### config.mk
export PLATFORM = sky130hd
export DESIGN_NAME = instruction_fetch_unit
export DESIGN_NICKNAME = d
export VERILOG_FILES = /design/src/rtl/arm_pkg.sv /design/src/rtl/fetch_queue.sv /design/src/rtl/instruction_fetch_unit.sv
export SDC_FILE = /design/constraint.sdc
export NUM_CORES = 1
export LEC_CHECK = 0
export ABC_AREA = 1
export ABC_CLOCK_PERIOD_IN_PS = 5800
export BUFFER_PORTS_ARGS = -buffer_cell sky130_fd_sc_hd__buf_4
export CORE_UTILIZATION = 51
export DETAILED_ROUTE_END_ITERATION = 6
export PLACE_DENSITY = 0.86
export SYNTH_ARGS = -nofsm -noshare
export SYNTH_HDL_FRONTEND = slang
export SYNTH_SLANG_ARGS = --single-unit
### constraint.sdc
create_clock -name clk -period 5.8 [get_ports clk]
set_clock_uncertainty 0.2 [all_clocks]
set_input_delay 0.29 -clock clk [delete_from_list [all_inputs] [get_ports clk]]
set_output_delay 0.29 -clock clk [all_outputs]
set_load 0.1 [all_outputs]
### src/rtl/arm_pkg.sv
// Shared types and constants for the ARM-style fetch front end.
package arm_pkg;

  localparam int INSTR_W = 32;
  localparam int ADDR_W  = 32;
  localparam logic [INSTR_W-1:0] NOP_INSTR = 32'hE1A00000;

  typedef struct packed {
    logic [ADDR_W-1:0]  pc;
    logic [INSTR_W-1:0] instr;
  } fetch_entry_t;

  function automatic logic [ADDR_W-1:0] align_word(input logic [ADDR_W-1:0] a);
    return {a[ADDR_W-1:2], 2'b00};
  endfunction

endpackage

### src/rtl/fetch_queue.sv
// Prefetch FIFO between instruction memory and ID; flush beats push and pop.
module fetch_queue
  import arm_pkg::*;
#(
  parameter int DEPTH = 2,
  localparam int PTR_W = $clog2(DEPTH)
) (
  input  logic         clk,
  input  logic         rst,
  input  logic         flush,
  input  logic         push,
  input  fetch_entry_t push_data,
  input  logic         pop,
  output fetch_entry_t head,
  output logic [PTR_W:0] count
);

  localparam logic [PTR_W:0]   DEPTH_C = (PTR_W+1)'(DEPTH);
  localparam logic [PTR_W:0]   CNT_ONE = 1;
  localparam logic [PTR_W-1:0] PTR_ONE = 1;

  fetch_entry_t     mem [DEPTH];
  logic [PTR_W-1:0] rd_ptr;
  logic [PTR_W-1:0] wr_ptr;
  logic             do_push;
  logic             do_pop;

  // Pop only a valid head; push into a full queue only when it is draining.
  always_comb begin
    do_pop  = pop && (count != '0);
    do_push = push && ((count != DEPTH_C) || do_pop);
  end

  always_ff @(posedge clk) begin
    if (rst || flush) begin
      rd_ptr <= '0;
      wr_ptr <= '0;
      count  <= '0;
    end else begin
      if (do_push) wr_ptr <= wr_ptr + PTR_ONE;
      if (do_pop)  rd_ptr <= rd_ptr + PTR_ONE;
      case ({do_push, do_pop})
        2'b10:   count <= count + CNT_ONE;
        2'b01:   count <= count - CNT_ONE;
        default: count <= count;
      endcase
    end
  end

  // Storage is data only; validity is carried by count.
  always_ff @(posedge clk) begin
    if (!rst && !flush && do_push) mem[wr_ptr] <= push_data;
  end

  assign head = mem[rd_ptr];

endmodule

### src/rtl/instruction_fetch_unit.sv
// Fetch PC, redirect handling and prefetch buffering in front of the ID stage.
// Optional FETCH_PERF_EN adds saturating fetch/flush/stall counters.
module instruction_fetch_unit
  import arm_pkg::*;
#(
  parameter int                DEPTH    = 2,
  parameter logic [ADDR_W-1:0] RESET_PC = '0
) (
  input  logic               clk,
  input  logic               rst,
  output logic [ADDR_W-1:0]  imem_pc,
  input  logic [INSTR_W-1:0] imem_instr,
  input  logic               branch_taken,
  input  logic [ADDR_W-1:0]  branch_addr,
  input  logic               id_ready,
  output logic               id_valid,
  output logic [ADDR_W-1:0]  id_pc,
  output logic [INSTR_W-1:0] id_instr
`ifdef FETCH_PERF_EN
  ,
  output logic [31:0]        perf_fetched,
  output logic [31:0]        perf_flushed,
  output logic [31:0]        perf_stall
`endif
);

  localparam int PTR_W = $clog2(DEPTH);
  localparam logic [PTR_W:0] DEPTH_C = (PTR_W+1)'(DEPTH);

  logic [ADDR_W-1:0]  fetch_pc;
  logic [ADDR_W-1:0]  last_pc;
  logic [INSTR_W-1:0] last_instr;
  fetch_entry_t       q_head;
  fetch_entry_t       q_wdata;
  logic [PTR_W:0]     q_count;
  logic               q_empty;
  logic               q_full;
  logic               q_push;
  logic               q_pop;

  // A redirect suppresses both the push of this cycle's word and any pop.
  always_comb begin
    q_empty = (q_count == '0);
    q_full  = (q_count == DEPTH_C);
    q_pop   = !q_empty && id_ready && !branch_taken;
    q_push  = !branch_taken && (!q_full || q_pop);
    q_wdata = '{pc: fetch_pc + 32'd4, instr: imem_instr};
  end

  fetch_queue #(.DEPTH(DEPTH)) u_queue (
    .clk       (clk),
    .rst       (rst),
    .flush     (branch_taken),
    .push      (q_push),
    .push_data (q_wdata),
    .pop       (q_pop),
    .head      (q_head),
    .count     (q_count)
  );

  always_ff @(posedge clk) begin
    if (rst)               fetch_pc <= RESET_PC;
    else if (branch_taken) fetch_pc <= align_word(branch_addr);
    else if (q_push)       fetch_pc <= fetch_pc + 32'd4;
  end

  // Remembers what ID last saw so the outputs hold while the queue is empty.
  always_ff @(posedge clk) begin
    if (rst) begin
      last_pc    <= '0;
      last_instr <= '0;
    end else begin
      last_pc    <= id_pc;
      last_instr <= id_instr;
    end
  end

  assign imem_pc  = fetch_pc;
  assign id_valid = !q_empty;
  assign id_pc    = q_empty ? last_pc    : q_head.pc;
  assign id_instr = q_empty ? last_instr : q_head.instr;

`ifdef FETCH_PERF_EN
  function automatic logic [31:0] sat_add(input logic [31:0] a, input logic [31:0] b);
    logic [32:0] s;
    s = {1'b0, a} + {1'b0, b};
    return s[32] ? 32'hFFFF_FFFF : s[31:0];
  endfunction

  logic [31:0] flush_amt;
  assign flush_amt = {{(31-PTR_W){1'b0}}, q_count} + 32'd1;

  always_ff @(posedge clk) begin
    if (rst) begin
      perf_fetched <= '0;
      perf_flushed <= '0;
      perf_stall   <= '0;
    end else begin
      if (q_push)               perf_fetched <= sat_add(perf_fetched, 32'd1);
      if (branch_taken)         perf_flushed <= sat_add(perf_flushed, flush_amt);
      if (q_full && !id_ready)  perf_stall   <= sat_add(perf_stall, 32'd1);
    end
  end
`endif

endmodule

==> impl_metrics.json, run 1 <==
{
  "post-place-cells": 1355,
  "yosysSeqAreaShare_pct": 59.5,
  "instances_no_fill": 1462,
  "setup_viol": 0,
  "min_period_ps": 3620,
  "antennaDiodeCount": 0,
  "slew_headroom_pct": 15.5,
  "pwr-share-seq_pct": 45.9,
  "switching_share_pct": 28.7,
  "yosysMostFrequentCell": "inv_1",
  "synthTopCellsByCount": "inv_1, nand2_1, edfxtp_1, dfxtp_1, nor2_1",
  "core.rowCount": 49,
  "place_ws_ps": 2720,
  "reg2reg_depth": 10,
  "grt_pass1_vias": 7074,
  "h-tree-depth": 1,
  "combinationalPowerShare_pct": 17.0,
  "min_path_type": "input pin to flop",
  "p_int_mw": 2.74,
  "ys_types": 32,
  "hold_viol": 0,
  "synthFlopType": "edfxtp_1",
  "ir_drop_uv": 164,
  "root_buffer": "clkbuf_16",
  "cts_tree": "done",
  "synthArstFlopShare_pct": 0,
  "powerDensity_nw_per_um2": 312,
  "leakage_nw": 4.92,
  "nNetsFinal": 1287,
  "rsz0062_at_grt": "no",
  "die_area_um2": 19300,
  "grt.total_usage_pct": 22.7,
  "synth_top_area_cell": "edfxtp_1",
  "via_count": 7336,
  "maxSlewViolCount": 0,
  "postRouteAntennaNets": 0,
  "setup_slack_ps": 2180,
  "startpoint_type": "flop",
  "worst_setup_path_end_kind": "output port",
  "yosys_register_bits": 223,
  "core_um2": 18200,
  "io_pins": 165,
  "synth.avg_cell_area_um2": 9.51,
  "numClockSinks": 223,
  "floorplan.initialDensity_pct": 52.6,
  "via_per_inst": 5.02,
  "worstSetupPathType": "flop to output port",
  "grt_pass1_wl_mm": 34.8,
  "fp.dieH_um": 139,
  "cp.required_ps": 5310,
  "overflow": 0,
  "dr.pass1.iters": 7,
  "dpl.hpwl_mm": 13.3,
  "tightest_slew_ps": 1270,
  "cts_inserted_buffers": 24,
  "gp_congestion": 0.883,
  "clkPwrFrac_pct": 37.1,
  "syn_to_final_growth_pct": 28.3,
  "port_buffers": 160,
  "fmax_mhz": 276,
  "placed_area_um2": 10900,
  "clk_latency_ps": 510,
  "violations": "design-rule violations",
  "syn_inst": 1008,
  "drtIter0Drc": 327,
  "clk_pin_slew_ps": 60,
  "ys_warn_count": 0,
  "syn-cell-area_um2": 9580,
  "synth_edf_count": 124,
  "drt-wirelength-per-cell_um": 14.9,
  "wirelength_mm": 21.8,
  "min_path_cells": 3,
  "antenna_found_initial": 0,
  "status": "finished with violations",
  "finalInstanceArea_um2": 12300,
  "drc": 11,
  "cts_buffer_depth": 3,
  "cts_resized": 0,
  "p_sw_mw": 1.10,
  "period_share_pct": 62.4,
  "critPathArrivalTime_ps": 3130,
  "yosys-top-cells-area": "edfxtp_1, dfxtp_1, inv_1, nand2_1, o211ai_1",
  "drive_gt1_share_pct": 24.9,
  "drv_cap": 0,
  "grt_max_degree": 78,
  "synth_top_area_share_pct": 38.9,
  "die_w_um": 139,
  "total_power_mw": 3.84,
  "crit_fanout": 73
}
-- logic make-up (layout without fill, tap and decap cells) --
group                    after synthesis  count (layout)  share of synthesized area (%)
flip-flops                           223             223                           59.5
AO/OA/AOI/OAI                        174             174                           11.0
XOR/XNOR                              15              15                           2.00
other                                  1               2                         0.0391
multiplexers                           1               1                          0.104
adder cells (fa/ha/maj)                3               3                          0.392
AND/OR/NAND/NOR                      363             363                           17.7
buffers and inverters                228             452                           9.24
-- stage by stage --
| stage | TNS, ps | util (%) | hold slack, ps |
|---|---|---|---|
| 2_1_floorplan | -10500 | - | 189 |
| 3_3_place_gp | 0 | 59.9 | 235 |
| 3_5_place_dp | 0 | 59.9 | 238 |
| 4_1_cts | 0 | 67.5 | 17.2 |
| 5_1_grt | 0 | 67.5 | 50.9 |
| 6_report | 0 | 67.5 | 32.3 |
-- sequential cells by signal, summed over array words and instances, names as in the netlist, named ones only --
register / count
u_queue.rd_ptr: 1
imem_pc: 30
u_queue.count: 2
last_instr: 32
last_pc: 32
u_queue.mem: 124
u_queue.wr_ptr: 1
-- power by group through the flow --
| stage | logic [mW] | registers (mW) | clock network (mW) |
|---|---|---|---|
| final | 0.653 | 1.76 | 1.42 |
| after global routing | 0.688 | 1.77 | 1.52 |
| after CTS | 0.652 | 1.76 | 1.46 |
| after detailed placement | 0.615 | 1.79 | 0 |
| after global placement | 0.606 | 1.79 | 0 |
| after floorplan | 0.391 | 1.88 | 0 |
-- area by class of cell --
type / count / area [um^2]
clock inverter: 11 / 77.6
tap: 229 / 287
inverter: 180 / 677
multi-input combinational: 558 / 3010
clock buffer: 32 / 662
timing repair buffer: 229 / 1880
fill: 1347 / 5910
sequential: 223 / 5710
-- cells in the final DEF, fill, tap and decap left out, types with 23 or more instances in the layout --
| master | count |
|---|---|
| clkbuf_16 | 25 |
| edfxtp_1 | 124 |
| or2_2 | 62 |
| o21ai_0 | 72 |
| o211ai_1 | 62 |
| dfxtp_1 | 98 |
| nor2_1 | 95 |
| dlygate4sd3_1 | 64 |
| a21oi_1 | 23 |
| buf_4 | 165 |
| nand2_1 | 155 |
| inv_1 | 174 |
-- final timing paths --
path | from | to | slack, ps
worst max register to register | u_queue.count[0] | imem_pc[17] | 2620
worst max-delay path | u_queue.count[0] | id_instr[20] | 2180
worst min-delay path | branch_taken | imem_pc[10] | 30
worst min register to register | last_pc[0] | last_pc[0] | 250
-- worst max-delay path, stage by stage, from the launching register on --
cell and delay [ps]:
dfxtp_1 310, inv_1 90, ha_1 280, clkinv_2 550
buf_4 550, o21ai_0 420, buf_4 360
-- timing repair --
action / CTS / global route
hold endpoints to repair: 101 / 0
hold buffers: 64 / 0
setup buffers: 0 / 0
-- layer usage --
| layer | track usage [%] | part of all wire, % | vias up |
|---|---|---|---|
| met3 | 3.94 | 6.8 | 37 |
| met4 | 6.73 | 2.1 | 0 |
| met2 | 40.6 | 50 | 244 |
| met5 | 0 | 0 | - |
| li1 | - | - | 3644 |
| met1 | 28.0 | 41 | 3411 |
(Power assumes the default switching activity.)
==> run 2, diff against run 1 <==
--- a/config.mk
+++ b/config.mk
@@ -6,7 +6,7 @@
 export NUM_CORES = 1
 export LEC_CHECK = 0
 export ABC_AREA = 1
-export ABC_CLOCK_PERIOD_IN_PS = 5800
+export ABC_CLOCK_PERIOD_IN_PS = 3300
 export BUFFER_PORTS_ARGS = -buffer_cell sky130_fd_sc_hd__buf_4
 export CORE_UTILIZATION = 51
 export DETAILED_ROUTE_END_ITERATION = 6
==> constraint.sdc (replaced) <==
create_clock -name clk -period 3.3 [get_ports clk]
set_clock_uncertainty 0.2 [all_clocks]
set_input_delay 0.165 -clock clk [delete_from_list [all_inputs] [get_ports clk]]
set_output_delay 0.165 -clock clk [all_outputs]
set_load 0.1 [all_outputs]
==> impl_metrics.json, run 2 (synthesis gave the netlist of run 1 again) <==
{
  "p_int_mw": 4.97,
  "setup_tns_ps": 0,
  "dpl.hpwl_mm": 13.5,
  "finalInstanceArea_um2": 12600,
  "clk_latency_ps": 510,
  "placed_area_um2": 11000,
  "cts_buffer_depth": 3,
  "ir_drop_uv": 344,
  "numClockSinks": 223,
  "top_regs": "u_queue.mem: 124 flops, last_instr: 32 flops, last_pc: 32 flops",
  "min_path_cells": 2,
  "min_path_type": "input pin to flop",
  "critical-path-top-delay-family": "buffers and inverters",
  "final_common_cell": "inv_1",
  "grt.total_usage_pct": 24.4,
  "drc": 12,
  "largest_reg_flops": 124,
  "switching_share_pct": 28.5,
  "cpMostUsedCell": "buf_4",
  "root_buffer": "clkbuf_16",
  "postRouteAntennaNets": 0,
  "largest_register": "u_queue.mem",
  "hold-path-endpoint": "u_queue.mem[0][30]",
  "hold_start": "imem_instr[30]",
  "reg2reg_depth": 12,
  "r2r_start": "u_queue.count[0]",
  "total_power_mw": 6.95,
  "cp.required_ps": 2930,
  "fmax_mhz": 344,
  "worstSetupPathType": "flop to output port",
  "violations": "design-rule violations",
  "antennaDiodeCount": 0,
  "p_sw_mw": 1.98,
  "h-tree-depth": 1,
  "setup_viol": 0,
  "pwr-share-seq_pct": 44.6,
  "drtIter0Drc": 366,
  "slowest_stage": "buf_4",
  "status": "finished with violations",
  "slew_headroom_pct": 23.8,
  "startpoint_type": "flop",
  "rsz0062_at_grt": "no",
  "nFillCells": 1266,
  "io_pins": 165,
  "crit_fanout": 35,
  "core_um2": 18200,
  "drv_cap": 0,
  "powerDensity_nw_per_um2": 553,
  "syn_to_final_growth_pct": 31.2,
  "via_count": 7555,
  "cts_tree": "done",
  "leakage_nw": 5.04,
  "seqCellArea_um2": 5710,
  "grt_pass1_vias": 7726,
  "instances_no_fill": 1481,
  "multi_input_area_um2": 3020,
  "whs_ps": 187,
  "antenna_found_initial": 0,
  "post-place-cells": 1358,
  "final_cell_mix": "inv_1, buf_4, nand2_1, edfxtp_1, dfxtp_1",
  "drive_gt1_share_pct": 25.2,
  "combinationalPowerShare_pct": 17.1,
  "grt_max_degree": 95,
  "wirelength_mm": 23.1,
  "maxSlewViolCount": 0,
  "clkPwrFrac_pct": 38.3,
  "min_period_ps": 2910,
  "clk_pin_slew_ps": 60,
  "r2r-end": "imem_pc[11]",
  "port_buffers": 160,
  "floorplan.initialDensity_pct": 52.6,
  "crit_buf_inv": 4,
  "fp.dieH_um": 139,
  "worst_setup_path_end_kind": "output port",
  "crit_chain": "inv_1, ha_1, clkinv_2, buf_4, o211ai_1, o21ai_1, buf_4",
  "nNetsFinal": 1306,
  "core.rowCount": 49,
  "tightest_slew_ps": 1140,
  "cts_inserted_buffers": 24,
  "rrSetupSlack_ps": 1030,
  "critPathLaunch": "u_queue.count[0]",
  "crit_path_max_incr_delay_ps": 410,
  "drt-wirelength-per-cell_um": 15.6,
  "hold_viol": 0,
  "die_w_um": 139,
  "die_area_um2": 19300,
  "grt_pass1_wl_mm": 37.7,
  "via_per_inst": 5.10,
  "overflow": 0,
  "gp_congestion": 0.878,
  "critPathArrivalTime_ps": 2540,
  "period_share_pct": 88.1,
  "dr.pass1.iters": 7
}
[run 2: layout make-up]
cell class	instances	area share (%)
clock buffer	28	5.06
timing repair buffer	248	16.7
inverter	180	5.38
sequential	223	45.4
clock inverter	15	1.18
tap	229	2.28
multi-input combinational	558	24.0
[run 2: worst register-to-register path, stage by stage, from the launching register on]
cell and delay, ps:
dfxtp_1 330, inv_1 70, ha_1 270, nor2_1 180, nand2_1 80, nand2_1 80
inv_2 90, nand2_2 290, inv_2 210, nand2_1 110, nand2_1 70, inv_1 70
a21oi_1 60
[run 2: repair_timing]
item / 4_1_cts / 5_1_grt
hold endpoints to repair: 99 / 0
setup buffers: 0 / 0
hold buffers: 80 / 0
resized for setup: 0 / 0
[run 2: metal layers]
layer / vias up / track usage [%] / share of wire [%]
li1: 3685 / - / -
met1: 3528 / 30.1 / 41
met2: 286 / 43.6 / 50
met3: 56 / 3.31 / 6.1
met4: 0 / 8.89 / 2.9
met5: - / 0 / 0
[run 2: how the worst max path moves through the flow]
stage / endpoint / slack (ps) / cells after the start
2_1_floorplan: u_queue.mem[0][0] / -670 / 7
3_3_place_gp: id_pc[25] / 970 / 7
3_5_place_dp: id_pc[15] / 900 / 7
4_1_cts: id_pc[15] / 360 / 7
5_1_grt: id_pc[15] / 200 / 7
6_report: id_instr[9] / 390 / 7
[run 2: stage by stage]
stage / utilization (%) / setup slack [ps]
floorplan: - / -670
global placement: 60.4 / 974
detailed placement: 60.4 / 903
CTS: 69.1 / 363
global route: 69.1 / 200
finish: 69.1 / 392
[run 2: power by group through the flow]
stage / Combinational, mW / Sequential [mW] / Clock, mW
global placement: 1.08 / 3.15 / 0
detailed placement: 1.10 / 3.16 / 0
global route: 1.25 / 3.11 / 2.82
floorplan: 0.690 / 3.29 / 0
CTS: 1.18 / 3.10 / 2.71
finish: 1.19 / 3.10 / 2.66
==> run 3, diff against run 2 <==
--- a/config.mk
+++ b/config.mk
@@ -8,9 +8,9 @@
 export ABC_AREA = 1
 export ABC_CLOCK_PERIOD_IN_PS = 3300
 export BUFFER_PORTS_ARGS = -buffer_cell sky130_fd_sc_hd__buf_4
-export CORE_UTILIZATION = 51
+export CORE_UTILIZATION = 35
 export DETAILED_ROUTE_END_ITERATION = 6
-export PLACE_DENSITY = 0.86
+export PLACE_DENSITY = 0.66
 export SYNTH_ARGS = -nofsm -noshare
 export SYNTH_HDL_FRONTEND = slang
 export SYNTH_SLANG_ARGS = --single-unit
==> impl_metrics.json, run 3 (synthesis gave the netlist of run 1 again) <==
{
  "crit_fanout": 61,
  "worstSetupPathType": "flop to output port",
  "seqCellArea_um2": 5710,
  "port_buffers": 160,
  "drt-wirelength-per-cell_um": 14.0,
  "pwr-share-seq_pct": 42.8,
  "antennaDiodeCount": 0,
  "rrSetupSlack_ps": 1060,
  "post-place-cells": 1472,
  "cp.required_ps": 2930,
  "via_per_inst": 4.54,
  "top_regs": "u_queue.mem: 124 flops, last_instr: 32 flops, last_pc: 32 flops",
  "syn_to_final_growth_pct": 33.2,
  "clk_pin_slew_ps": 60,
  "final_cell_mix": "inv_1, buf_4, nand2_1, edfxtp_1, dfxtp_1",
  "final_common_cell": "inv_1",
  "p_sw_mw": 1.99,
  "drv_cap": 0,
  "dpl.hpwl_mm": 14.6,
  "nNetsFinal": 1302,
  "largest_reg_flops": 124,
  "critPathArrivalTime_ps": 2540,
  "ir_drop_uv": 286,
  "wirelength_mm": 22.2,
  "cts_tree": "done",
  "cts_inserted_buffers": 25,
  "min_path_type": "input pin to flop",
  "clkPwrFrac_pct": 40.9,
  "root_buffer": "clkbuf_16",
  "maxSlewViolCount": 0,
  "switching_share_pct": 27.6,
  "worst_setup_path_end_kind": "output port",
  "drive_gt1_share_pct": 25.5,
  "grt_max_degree": 63,
  "hold_viol": 0,
  "largest_register": "u_queue.mem",
  "cts_buffer_depth": 3,
  "post-route-util_pct": 47.5,
  "antenna_found_initial": 0,
  "nFillCells": 2467,
  "dr.pass1.iters": 4,
  "h-tree-depth": 1,
  "gp_congestion": 0.883,
  "fp.dieH_um": 167,
  "instances_no_fill": 1590,
  "status": "completed",
  "finalInstanceArea_um2": 12800,
  "grt_pass1_vias": 7124,
  "setup_tns_ps": 0,
  "min_period_ps": 2900,
  "combinationalPowerShare_pct": 16.2,
  "tightest_slew_ps": 672,
  "grt_pass1_wl_mm": 36.0,
  "core_um2": 26900,
  "powerDensity_nw_per_um2": 566,
  "drc": 0,
  "placed_area_um2": 11100,
  "io_pins": 165,
  "multi_input_area_um2": 3020,
  "slew_headroom_pct": 55.1,
  "overflow": 0,
  "die_w_um": 167,
  "fmax_mhz": 345,
  "rsz0062_at_grt": "no",
  "floorplan.initialDensity_pct": 35.7,
  "setup_viol": 0,
  "startpoint_type": "flop",
  "drtIter0Drc": 368,
  "postRouteAntennaNets": 0,
  "die_area_um2": 28000,
  "clk_latency_ps": 510,
  "numClockSinks": 223,
  "leakage_nw": 5.06,
  "grt.total_usage_pct": 16.1,
  "core.rowCount": 60,
  "period_share_pct": 87.9,
  "cts_resized": 0,
  "via_count": 7222,
  "p_int_mw": 5.23
}
[run 3: final timing paths]
| kind | from | to | cells after the start |
|---|---|---|---|
| setup reg to reg | u_queue.count[0] | u_queue.mem[0][8] | 8 |
| hold reg to reg | last_pc[0] | last_pc[0] | 2 |
| hold / removal | imem_instr[30] | u_queue.mem[0][30] | 2 |
| setup / recovery | u_queue.count[0] | id_instr[14] | 7 |
[run 3: timing repair]
item	CTS	global route
setup endpoints to repair	0	0
hold endpoints to repair	99	0
buffers inserted	0	0
hold buffers	73	0
[run 3: worst max-delay path, stage by stage, from the launching register on]
cell	delay (ps)
dfxtp_1	330
inv_1	80
ha_1	280
inv_4	340
buf_12	300
o211ai_1	140
o21ai_1	160
buf_4	340
[run 3: layout make-up]
cell class,count,share of cell area (%)
well taps,341,3.34
multi-input cells,558,23.7
inverters,180,5.31
flip-flops and latches,223,44.7
repair buffers,243,16.0
clock inverters,15,1.82
clock buffers,30,5.13
[run 3: per-stage QoR]
| stage | power [mW] | hold slack (ps) | worst slack, ps |
|---|---|---|---|
| 4_1_cts | 7.32 | 159 | 357 |
| 3_5_place_dp | 4.26 | 153 | 912 |
| 5_1_grt | 7.48 | 164 | 184 |
| 6_report | 7.23 | 188 | 399 |
| 3_3_place_gp | 4.25 | 151 | 948 |
| 2_1_floorplan | 3.99 | 63.9 | -670 |
[run 3: routing by layer]
layer  vias up  part of all wire [%]  GRT usage [%]
met5         -                     0              0
met2       169                    47           27.5
met3        30                   5.1           3.10
li1       3677                     -              -
met1      3346                    46           20.8
met4         0                   1.8           4.03
[run 3: power groups by stage]
stage / logic, mW / registers, mW / clock network (mW)
floorplan: 0.690 / 3.29 / 0
global placement: 1.10 / 3.15 / 0
detailed placement: 1.11 / 3.15 / 0
CTS: 1.18 / 3.09 / 3.04
global route: 1.24 / 3.11 / 3.13
finish: 1.17 / 3.09 / 2.96
